[config.mk]
export PLATFORM = sky130hd
export DESIGN_NAME = prog_counter_ras
export DESIGN_NICKNAME = d
export VERILOG_FILES = /design/src/rtl/prog_counter_pkg.sv /design/src/rtl/ras_lifo.sv /design/src/rtl/prog_counter_ras.sv
export SDC_FILE = /design/constraint.sdc
export NUM_CORES = 1
export LEC_CHECK = 0
export CAP_MARGIN = 20
export CORE_MARGIN = 5
export CORE_UTILIZATION = 30
export CTS_CLUSTER_SIZE = 12
export DETAILED_ROUTE_END_ITERATION = 16
export DONT_BUFFER_PORTS = 1
export GPL_TIMING_DRIVEN = 0
export HOLD_SLACK_MARGIN = 0.08
export PLACE_DENSITY = 0.47
export SETUP_SLACK_MARGIN = 0.2
export SLEW_MARGIN = 20
export SYNTH_ARGS = -nofsm -noshare
export SYNTH_HDL_FRONTEND = slang
export SYNTH_SLANG_ARGS = --single-unit
[constraint.sdc]
create_clock -name CLK -period 6.9 [get_ports CLK]
set_input_delay 1.725 -clock CLK [delete_from_list [all_inputs] [get_ports CLK]]
set_output_delay 1.725 -clock CLK [all_outputs]
set_load 0.05 [all_outputs]
[src/rtl/prog_counter_pkg.sv]
// rtl/prog_counter_pkg.sv - shared PC source select encoding and default sizes
package prog_counter_pkg;

   localparam int PC_ADDR_W    = 10;
   localparam int PC_RAS_DEPTH = 8;

   typedef enum logic [1:0] {
      SEL_IMMED = 2'd0,
      SEL_STACK = 2'd1,
      SEL_INTR  = 2'd2,
      SEL_RAS   = 2'd3
   } pc_sel_t;

endpackage

[src/rtl/ras_lifo.sv]
// rtl/ras_lifo.sv - circular return-address LIFO with full/empty and sticky error flags
module ras_lifo
   import prog_counter_pkg::*;
#(
   parameter int ADDR_W    = PC_ADDR_W,
   parameter int RAS_DEPTH = PC_RAS_DEPTH
) (
   input  logic              CLK,
   input  logic              RST,
   input  logic              push_i,
   input  logic              pop_i,
   input  logic              peek_i,
   input  logic [ADDR_W-1:0] push_data_i,
   output logic [ADDR_W-1:0] top_o,
   output logic              empty_o,
   output logic              full_o,
   output logic              ovf_o,
   output logic              unf_o
);

   localparam int PTR_W = $clog2(RAS_DEPTH);
   localparam int CNT_W = PTR_W + 1;

   logic [ADDR_W-1:0] mem_q [RAS_DEPTH];
   logic [PTR_W-1:0]  ptr_q, ptr_d, wr_ptr;
   logic [CNT_W-1:0]  cnt_q, cnt_d;
   logic              ovf_q, ovf_d, unf_q, unf_d, wr_en;

   assign empty_o = (cnt_q == '0);
   assign full_o  = (cnt_q == CNT_W'(RAS_DEPTH));
   assign top_o   = empty_o ? '0 : mem_q[ptr_q];
   assign ovf_o   = ovf_q;
   assign unf_o   = unf_q;

   always_comb begin
      ptr_d  = ptr_q;
      cnt_d  = cnt_q;
      ovf_d  = ovf_q;
      unf_d  = unf_q;
      wr_en  = 1'b0;
      wr_ptr = ptr_q;
      if (push_i && pop_i && !empty_o) begin
         wr_en = 1'b1;
      end else if (push_i) begin
         // when full, the slot after the top holds the oldest entry, so it is overwritten
         wr_en  = 1'b1;
         wr_ptr = ptr_q + PTR_W'(1);
         ptr_d  = wr_ptr;
         if (full_o) ovf_d = 1'b1;
         else        cnt_d = cnt_q + CNT_W'(1);
      end else if (pop_i) begin
         if (empty_o) begin
            unf_d = 1'b1;
         end else begin
            ptr_d = ptr_q - PTR_W'(1);
            cnt_d = cnt_q - CNT_W'(1);
         end
      end
      if (peek_i && empty_o) unf_d = 1'b1;
   end

   always_ff @(posedge CLK) begin
      if (RST) begin
         ptr_q <= '0;
         cnt_q <= '0;
         ovf_q <= 1'b0;
         unf_q <= 1'b0;
      end else begin
         ptr_q <= ptr_d;
         cnt_q <= cnt_d;
         ovf_q <= ovf_d;
         unf_q <= unf_d;
      end
   end

   always_ff @(posedge CLK) begin
      if (!RST && wr_en) mem_q[wr_ptr] <= push_data_i;
   end

endmodule

[src/rtl/prog_counter_ras.sv]
// rtl/prog_counter_ras.sv - program counter with source mux and integrated return-address stack
module prog_counter_ras
   import prog_counter_pkg::*;
#(
   parameter int              ADDR_W    = PC_ADDR_W,
   parameter int              RAS_DEPTH = PC_RAS_DEPTH,
   parameter logic [ADDR_W-1:0] INTR_VEC = '1
) (
   input  logic              CLK,
   input  logic              RST,
   input  logic              PC_LD,
   input  logic              PC_INC,
   input  logic [1:0]        PC_MUX_SEL,
   input  logic [ADDR_W-1:0] FROM_IMMED,
   input  logic [ADDR_W-1:0] FROM_STACK,
   input  logic              RAS_PUSH,
   input  logic              RAS_POP,
   output logic [ADDR_W-1:0] PC_COUNT,
   output logic [ADDR_W-1:0] RAS_TOP,
   output logic              RAS_EMPTY,
   output logic              RAS_FULL,
   output logic              RAS_OVF,
   output logic              RAS_UNF
);

   logic [ADDR_W-1:0] pc_q, pc_d, pc_plus1, src_sel;
   logic              ras_peek;

   assign pc_plus1 = pc_q + ADDR_W'(1);
   assign PC_COUNT = pc_q;
   assign ras_peek = PC_LD && (pc_sel_t'(PC_MUX_SEL) == SEL_RAS);

   always_comb begin
      src_sel = FROM_IMMED;
      case (pc_sel_t'(PC_MUX_SEL))
         SEL_IMMED: src_sel = FROM_IMMED;
         SEL_STACK: src_sel = FROM_STACK;
         SEL_INTR:  src_sel = INTR_VEC;
         SEL_RAS:   src_sel = RAS_TOP;
         default:   src_sel = FROM_IMMED;
      endcase
   end

   always_comb begin
      pc_d = pc_q;
      if (PC_LD)       pc_d = src_sel;
      else if (PC_INC) pc_d = pc_plus1;
   end

   always_ff @(posedge CLK) begin
      if (RST) pc_q <= '0;
      else     pc_q <= pc_d;
   end

   // the return address is always the instruction after the current one
   ras_lifo #(
      .ADDR_W    (ADDR_W),
      .RAS_DEPTH (RAS_DEPTH)
   ) u_ras (
      .CLK         (CLK),
      .RST         (RST),
      .push_i      (RAS_PUSH),
      .pop_i       (RAS_POP),
      .peek_i      (ras_peek),
      .push_data_i (pc_plus1),
      .top_o       (RAS_TOP),
      .empty_o     (RAS_EMPTY),
      .full_o      (RAS_FULL),
      .ovf_o       (RAS_OVF),
      .unf_o       (RAS_UNF)
   );

endmodule
=== Word level (Yosys, flattened, before mapping) ===
Memory sizes are Yosys's and may differ from the RTL's. A register that Yosys moved wholly into a read port is not among the register bits.
Index checks and enable logic that the tools add are counted.

* Bits in registers: 19
* Memory bits (writable): 80
* Output and inout bits: 24
* Word-level logic and storage cells: 61
* Memories: 1
* Input port bits: 28
* Latch bits: 0
* ROM bits: 0

* Shifts and indexed selects: 0
* Magnitude comparators: 0
* Bitwise operators: 1
* $add $sub $neg: 5
* Muxes and demuxes: 24
* Eq/ne operators: 8
* Div/mod/pow operators: 0
* Reduce and logical (&&, ||, !) cells: 17
* Multiply operators: 0

{| class="wikitable"
|+ Memory list
! name !! words !! width !! rd ports !! clocked after memory_dff !! write ports !! line !! RTL
|-
| u_ras.mem_q || 8 || 10 || 1 || 1 || 1 || ras_lifo.sv:24 || <nowiki>logic [ADDR_W-1:0] mem_q [RAS_DEPTH];</nowiki>
|}

{| class="wikitable"
|+ Operators with widths
! kind !! number
|-
| one-hot mux 10 bit (4 select lines) || 1
|-
| 2-to-1 mux 10 bit || 3
|-
| 2-to-1 mux 3 bit || 7
|-
| 2-to-1 mux 4 bit || 4
|-
| adder 10 x 1 -> 10 bit, second input constant || 1
|-
| 2-to-1 mux 1 bit || 9
|-
| AND reduction 4 bit || 2
|-
| nonzero test 2 bit || 4
|-
| inequality test 2 bit, second input constant || 3
|-
| AND reduction 3 bit || 2
|-
| logical AND 1 bit || 5
|-
| adder 4 x 1 -> 4 bit, second input constant || 1
|-
| == test 2 bit, second input constant || 2
|-
| == test 4 bit, second input constant || 1
|-
| logical NOT 4 bit || 1
|-
| subtractor 4 x 1 -> 4 bit, second input constant || 1
|-
| adder 3 x 1 -> 3 bit, second input constant || 1
|-
| subtractor 3 x 1 -> 3 bit, second input constant || 1
|-
| == test 2 x 1 -> 1 bit, second input constant || 1
|-
| logical NOT 1 bit || 2
|-
| logical NOT 2 bit || 1
|-
| inequality test 2 x 1 -> 1 bit, second input constant || 1
|-
| inverter 1 bit || 1
|}

=== Depth between registers and ports, before layout ===
* Word-level depth: 7
* Depth in mapped cells: 7
* Depth with buffers taken out: 6

=== Hierarchy ===
A second synthesis with hierarchy kept.

* Cells, all modules: 329
* Area, all modules: 4777.1 sq um

{| class="wikitable"
|+ By module, submodules not included
! module !! cells an instance !! sequential area each (sq um) !! times used !! area an instance (sq um)
|-
| ras_lifo || 227 || 2642.5 || 1 || 3891.2
|-
| prog_counter_ras || 102 || 200.2 || 1 || 885.8
|}

=== Worst setup path after synthesis ===
Ideal clock, no wire load.

* Path type: reg-to-output
* From: register u_ras.cnt_q[1]
* To: output port RAS_TOP[8]
* Buffers on the path: 2
* Cell stages (with the launch flop): 6
* Path slack: 2875 ps
* Data required time: 5175 ps
* Data arrival time: 2300 ps
* Path through: dfxtp_1 or4_1 buf_2 clkbuf_1 nand3_1 a221oi_1

* Cells in the longest elaborated chain, start to end: 2

{| class="wikitable"
|+ RTL lines
! what !! line !! RTL
|-
| start, declared || ras_lifo.sv:26 || <nowiki>logic [CNT_W-1:0] cnt_q, cnt_d;</nowiki>
|-
| start signal, assigned || ras_lifo.sv:70 || <nowiki>cnt_q <= cnt_d;</nowiki>
|-
| logical NOT 4 bit || ras_lifo.sv:29 || <nowiki>assign empty_o = (cnt_q == '0);</nowiki>
|-
| 2-to-1 mux 10 bit || ras_lifo.sv:31 || <nowiki>assign top_o = empty_o ? '0 : mem_q[ptr_q];</nowiki>
|-
| end, declared || prog_counter_ras.sv:19 || <nowiki>output logic [ADDR_W-1:0] RAS_TOP,</nowiki>
|}

No other way between the ends.

=== Worst setup path in the final report ===
* From: register u_ras.cnt_q[0]
* To: output port RAS_TOP[6]

* Cells in the longest elaborated chain, start to end: 2

{| class="wikitable"
|+ RTL lines
! what !! line !! RTL
|-
| logical NOT 4 bit || ras_lifo.sv:29 ||
|-
| net RAS_EMPTY || prog_counter_ras.sv:20 || <nowiki>output logic RAS_EMPTY,</nowiki>
|-
| 2-to-1 mux 10 bit || ras_lifo.sv:31 ||
|}

The timed path passes the listed nets, and every way through them passes these cells.

==> impl_summary.md <==
Timing
Setup repair after global routing left no endpoint under its margin. The worst slew margin relative to its limit is between 40% and 50%. The actual slew at the worst max-slew pin is around 850 ps. Timing would allow up to around 230 MHz. The count of final max-slew check failures is 0. The final worst clock skew is between 10 and 15 ps. The final period demand of the worst path is about 4400 ps. Setup violations remaining at the end of the flow were counted as 0. The number of hold violations in the final report was 0.

Setup total negative slack on the finished layout was measured at 0 ps. The period utilization is between 60% and 70%.

Route
The mean routed wirelength per cell is around 23 um. The routed via count is about 3,300. Using the TritonRoute via totals, the vias-per-cell ratio works out to between 5 and 6.

The detailed router's first-iteration violation count is between 200 and 250. For this run, design rule violations remaining after detail routing come to 0. The detail route stage leaves a number of antenna-violating nets equal to 0. The count of TritonRoute iterations in the first routing pass is 5.

The total detailed-routing wirelength is roughly 14,000 um.

Power and ir drop
The total net switching power is ~1 mW. The power density relative to cell area is 417 mW/mm^2. The part of the power in the clock network is 20.4%.

The part of the power in combinational logic is roughly 43%. The sequential share of power is 36.8%. The worst ir drop on vdd is 0.125 mV. The leakage power is approximately 1.9 nW.

Net switching is 44.5% of the power. The internal power of the cells totals 1.27 mW.

Run
The number of violations of the max-capacitance limit is 0.

GRT
The largest net degree at the start of global routing is 17. The total routing usage reported by global routing is about 15%. The total congestion overflow after global routing is 0. The number of global-route vias before repair is between 3,000 and 4,000. The wire length of the first global-routing pass is between 20,000 and 25,000 um. The number of antenna violations at the first check in global routing is 1.

Finish
Leaving out fill and tap cells, the most frequent cells in the layout are 80 x sky130_fd_sc_hd__edfxtp_1, 45 x sky130_fd_sc_hd__mux2i_1, 22 x sky130_fd_sc_hd__dfxtp_1, 20 x sky130_fd_sc_hd__clkbuf_1, 20 x sky130_fd_sc_hd__a21oi_1. The filler cells instantiated in the layout total about 1,600. After the flow finishes, the layout carries non-filler instances totaling 631. The library cell used most frequently in the layout, excluding fill and tap cells, is sky130_fd_sc_hd__edfxtp_1. Relative to the synthesized area, the layout overhead comes to 11.7%.

The final layout net count is around 450. Of the cells placed in the final design, the portion with a size suffix greater than 1 is under 10%.

Min path
The classification of the worst-slack hold path is flip-flop to flip-flop.

Floorplan
The die is ~140 um wide. The die covers ~0.019 mm^2. The site row count is between 40 and 50. The standard cell core area is 0.0160 mm^2.

The floorplan step set the die height to 138 um. Once the floorplan was initialized, standard cells occupied 30.8% of the core. between 50 and 60 I/O pins were placed.

Clock tree
The maximum clock insertion buffer count is 2. The latest clock arrival within the worst-skew pair is about 350 ps. The CTS tree is built.

The clock slew at the register clock pins of the worst setup and hold paths is about 70 ps. The library cell used as clock root buffer is sky130_fd_sc_hd__clkbuf_16. For this design, the sink count on the clock tree is about 100. The hold buffer count at CTS is 0. The number of clock buffers added by TritonCTS is 9. The H-tree depth is 3. Buffers added to address setup during post-CTS repair amount to 0. The number of cells upsized or downsized after cts is 0.

Setup path
The critical path's slowest cell is sky130_fd_sc_hd__inv_1. The type of origin of the critical path is a flip-flop. Data arrives at the worst endpoint at about 2700 ps. On the worst path, the slowest cell contributes a delay of between 500 and 600 ps. The worst setup path is captured at an output port.

The required time reported for the critical path endpoint is around 5200 ps. The classification of the worst setup path is flip-flop to output port. The critical path goes through buf_4 -> or4_1 -> buf_2 -> inv_1 -> a221oi_1 -> and3_1. The largest fanout on the critical path is 8.

Synthesis
The most used flip-flop cell after synthesis is sky130_fd_sc_hd__edfxtp_1. After synthesis the netlist holds a flip-flop and latch count of about 100. Synthesis produced a netlist with a net count of roughly 430. The number of unique standard cell types used by synthesis is 51. The warning count from the yosys run is 0. Synthesis handed over a netlist of approximately 400 instances. Sequential elements use 57.7% of the synthesized area. After synthesis the cells add up to roughly 0.005 mm^2. The share of flip-flops with an asynchronous set or reset is 0%.

The average cell area after synthesis is 12.4 um^2. In this run, synthesis inferred 80 flip-flops with an integrated enable.

Outcome
The run finished with clean final reports.

Place
The final weighted congestion of routability-driven global placement is just under 0.8. The final HPWL from detailed placement is 10,000 um. In this run, placement finished with an instance count of 614. The count of input and output buffers is 0.
==> layer usage <==
metal,wire length [um],part of all wire (%),vias to the layer above,GRT usage [%]
met5,0,0,-,0
met4,174,1.2,0,4.11
met3,1060,7.4,12,5.10
met2,6710,47,97,23.4
met1,6420,45,1656,19.7
li1,-,-,1560,-
==> cells by family (layout without fill, tap and decap cells) <==
| kind of cell | after synthesis | in the layout | synth area share [%] |
|---|---|---|---|
| compound gates | 80 | 80 | 12.3 |
| other cells | 0 | 1 | 0 |
| fa+ha+maj | 8 | 8 | 2.18 |
| buf+inv | 41 | 57 | 3.51 |
| xor+xnor | 21 | 21 | 3.73 |
| flops | 102 | 102 | 57.7 |
| mux | 45 | 45 | 9.14 |
| simple gates | 101 | 101 | 11.4 |
==> final timing paths <==
check | depth (start not counted) | start | slack [ps] | end
worst min-delay path | 2 | u_ras.ptr_q[1]$_SDFFE_PP0P_ | 590 | flip-flop
worst max register to register | 7 | u_ras.ptr_q[0]$_SDFFE_PP0P_ | 4070 | u_ras.mem_q[1][7]$_DFFE_PP_
worst max-delay path | 6 | u_ras.cnt_q[0]$_SDFFE_PP0P_ | 2460 | RAS_TOP[6]
worst min register to register | 2 | u_ras.ptr_q[1]$_SDFFE_PP0P_ | 590 | flip-flop
==> through the flow <==
stage	instance area [um^2]	hold slack (ps)	utilization, %	setup WS (ps)	power, mW
2_1_floorplan	4930	526	-	2880	1.58
3_3_place_gp	5200	564	32.5	2200	1.82
3_5_place_dp	5230	578	32.7	2550	1.84
4_1_cts	5500	595	34.4	2440	2.31
5_1_grt	5500	644	34.4	2320	2.40
6_report	5500	593	34.4	2460	2.29
==> worst max-delay path: cells and delay by family (launching register included) <==
family	cells	cell delay (ps)
compound gates	1	160
simple gates	2	930
flops	1	330
buf+inv	3	930
==> registers in the layout, summed over array words and instances (netlist names), named ones only <==
| register | count |
|---|---|
| u_ras.mem_q | 80 |
| u_ras.ptr_q | 3 |
| u_ras.ovf_o | 1 |
| u_ras.cnt_q | 4 |
| u_ras.unf_o | 1 |
| PC_COUNT | 10 |
==> cells in the mapped netlist (all sizes together), types with 3 or more instances <==
cell type | number | area share, %
a211oi | 4 | 0.61
a21o | 9 | 1.4
a21oi | 20 | 2.0
a221oi | 21 | 3.7
a22oi | 11 | 1.7
and2 | 3 | 0.38
and3 | 8 | 1.0
buf | 9 | 1.1
clkbuf | 19 | 1.4
dfxtp | 22 | 8.9
edfxtp | 80 | 49
ha | 7 | 1.8
inv | 12 | 0.91
mux2i | 45 | 9.1
nand2 | 17 | 1.3
nand3 | 8 | 0.81
nand4 | 11 | 1.4
nand4b | 3 | 0.53
nor2 | 21 | 1.6
nor2b | 3 | 0.38
nor3 | 6 | 0.61
nor4 | 4 | 0.51
o21ai | 4 | 0.41
or3 | 3 | 0.48
or4bb | 3 | 0.69
xnor2 | 11 | 2.0
xor2 | 10 | 1.8
==> final cells by class <==
cell class              instances  area [um^2]  area share, %
well taps                     216          270           4.91
inverters                      13         48.8          0.887
plain buffers                  28          124           2.25
multi-input cells             255         1940           35.3
clock buffers                  11          243           4.41
clock inverters                 5         26.3          0.478
flip-flops and latches        102         2840           51.7
diodes                          1         2.50         0.0455
==> power groups by stage <==
stage	Clock, mW	Combinational [mW]	Sequential, mW
2_1_floorplan	0	0.743	0.842
3_3_place_gp	0	0.965	0.857
3_5_place_dp	0	0.986	0.858
4_1_cts	0.479	0.989	0.845
5_1_grt	0.502	1.05	0.855
6_report	0.468	0.982	0.844
(Power assumes the default switching activity.)
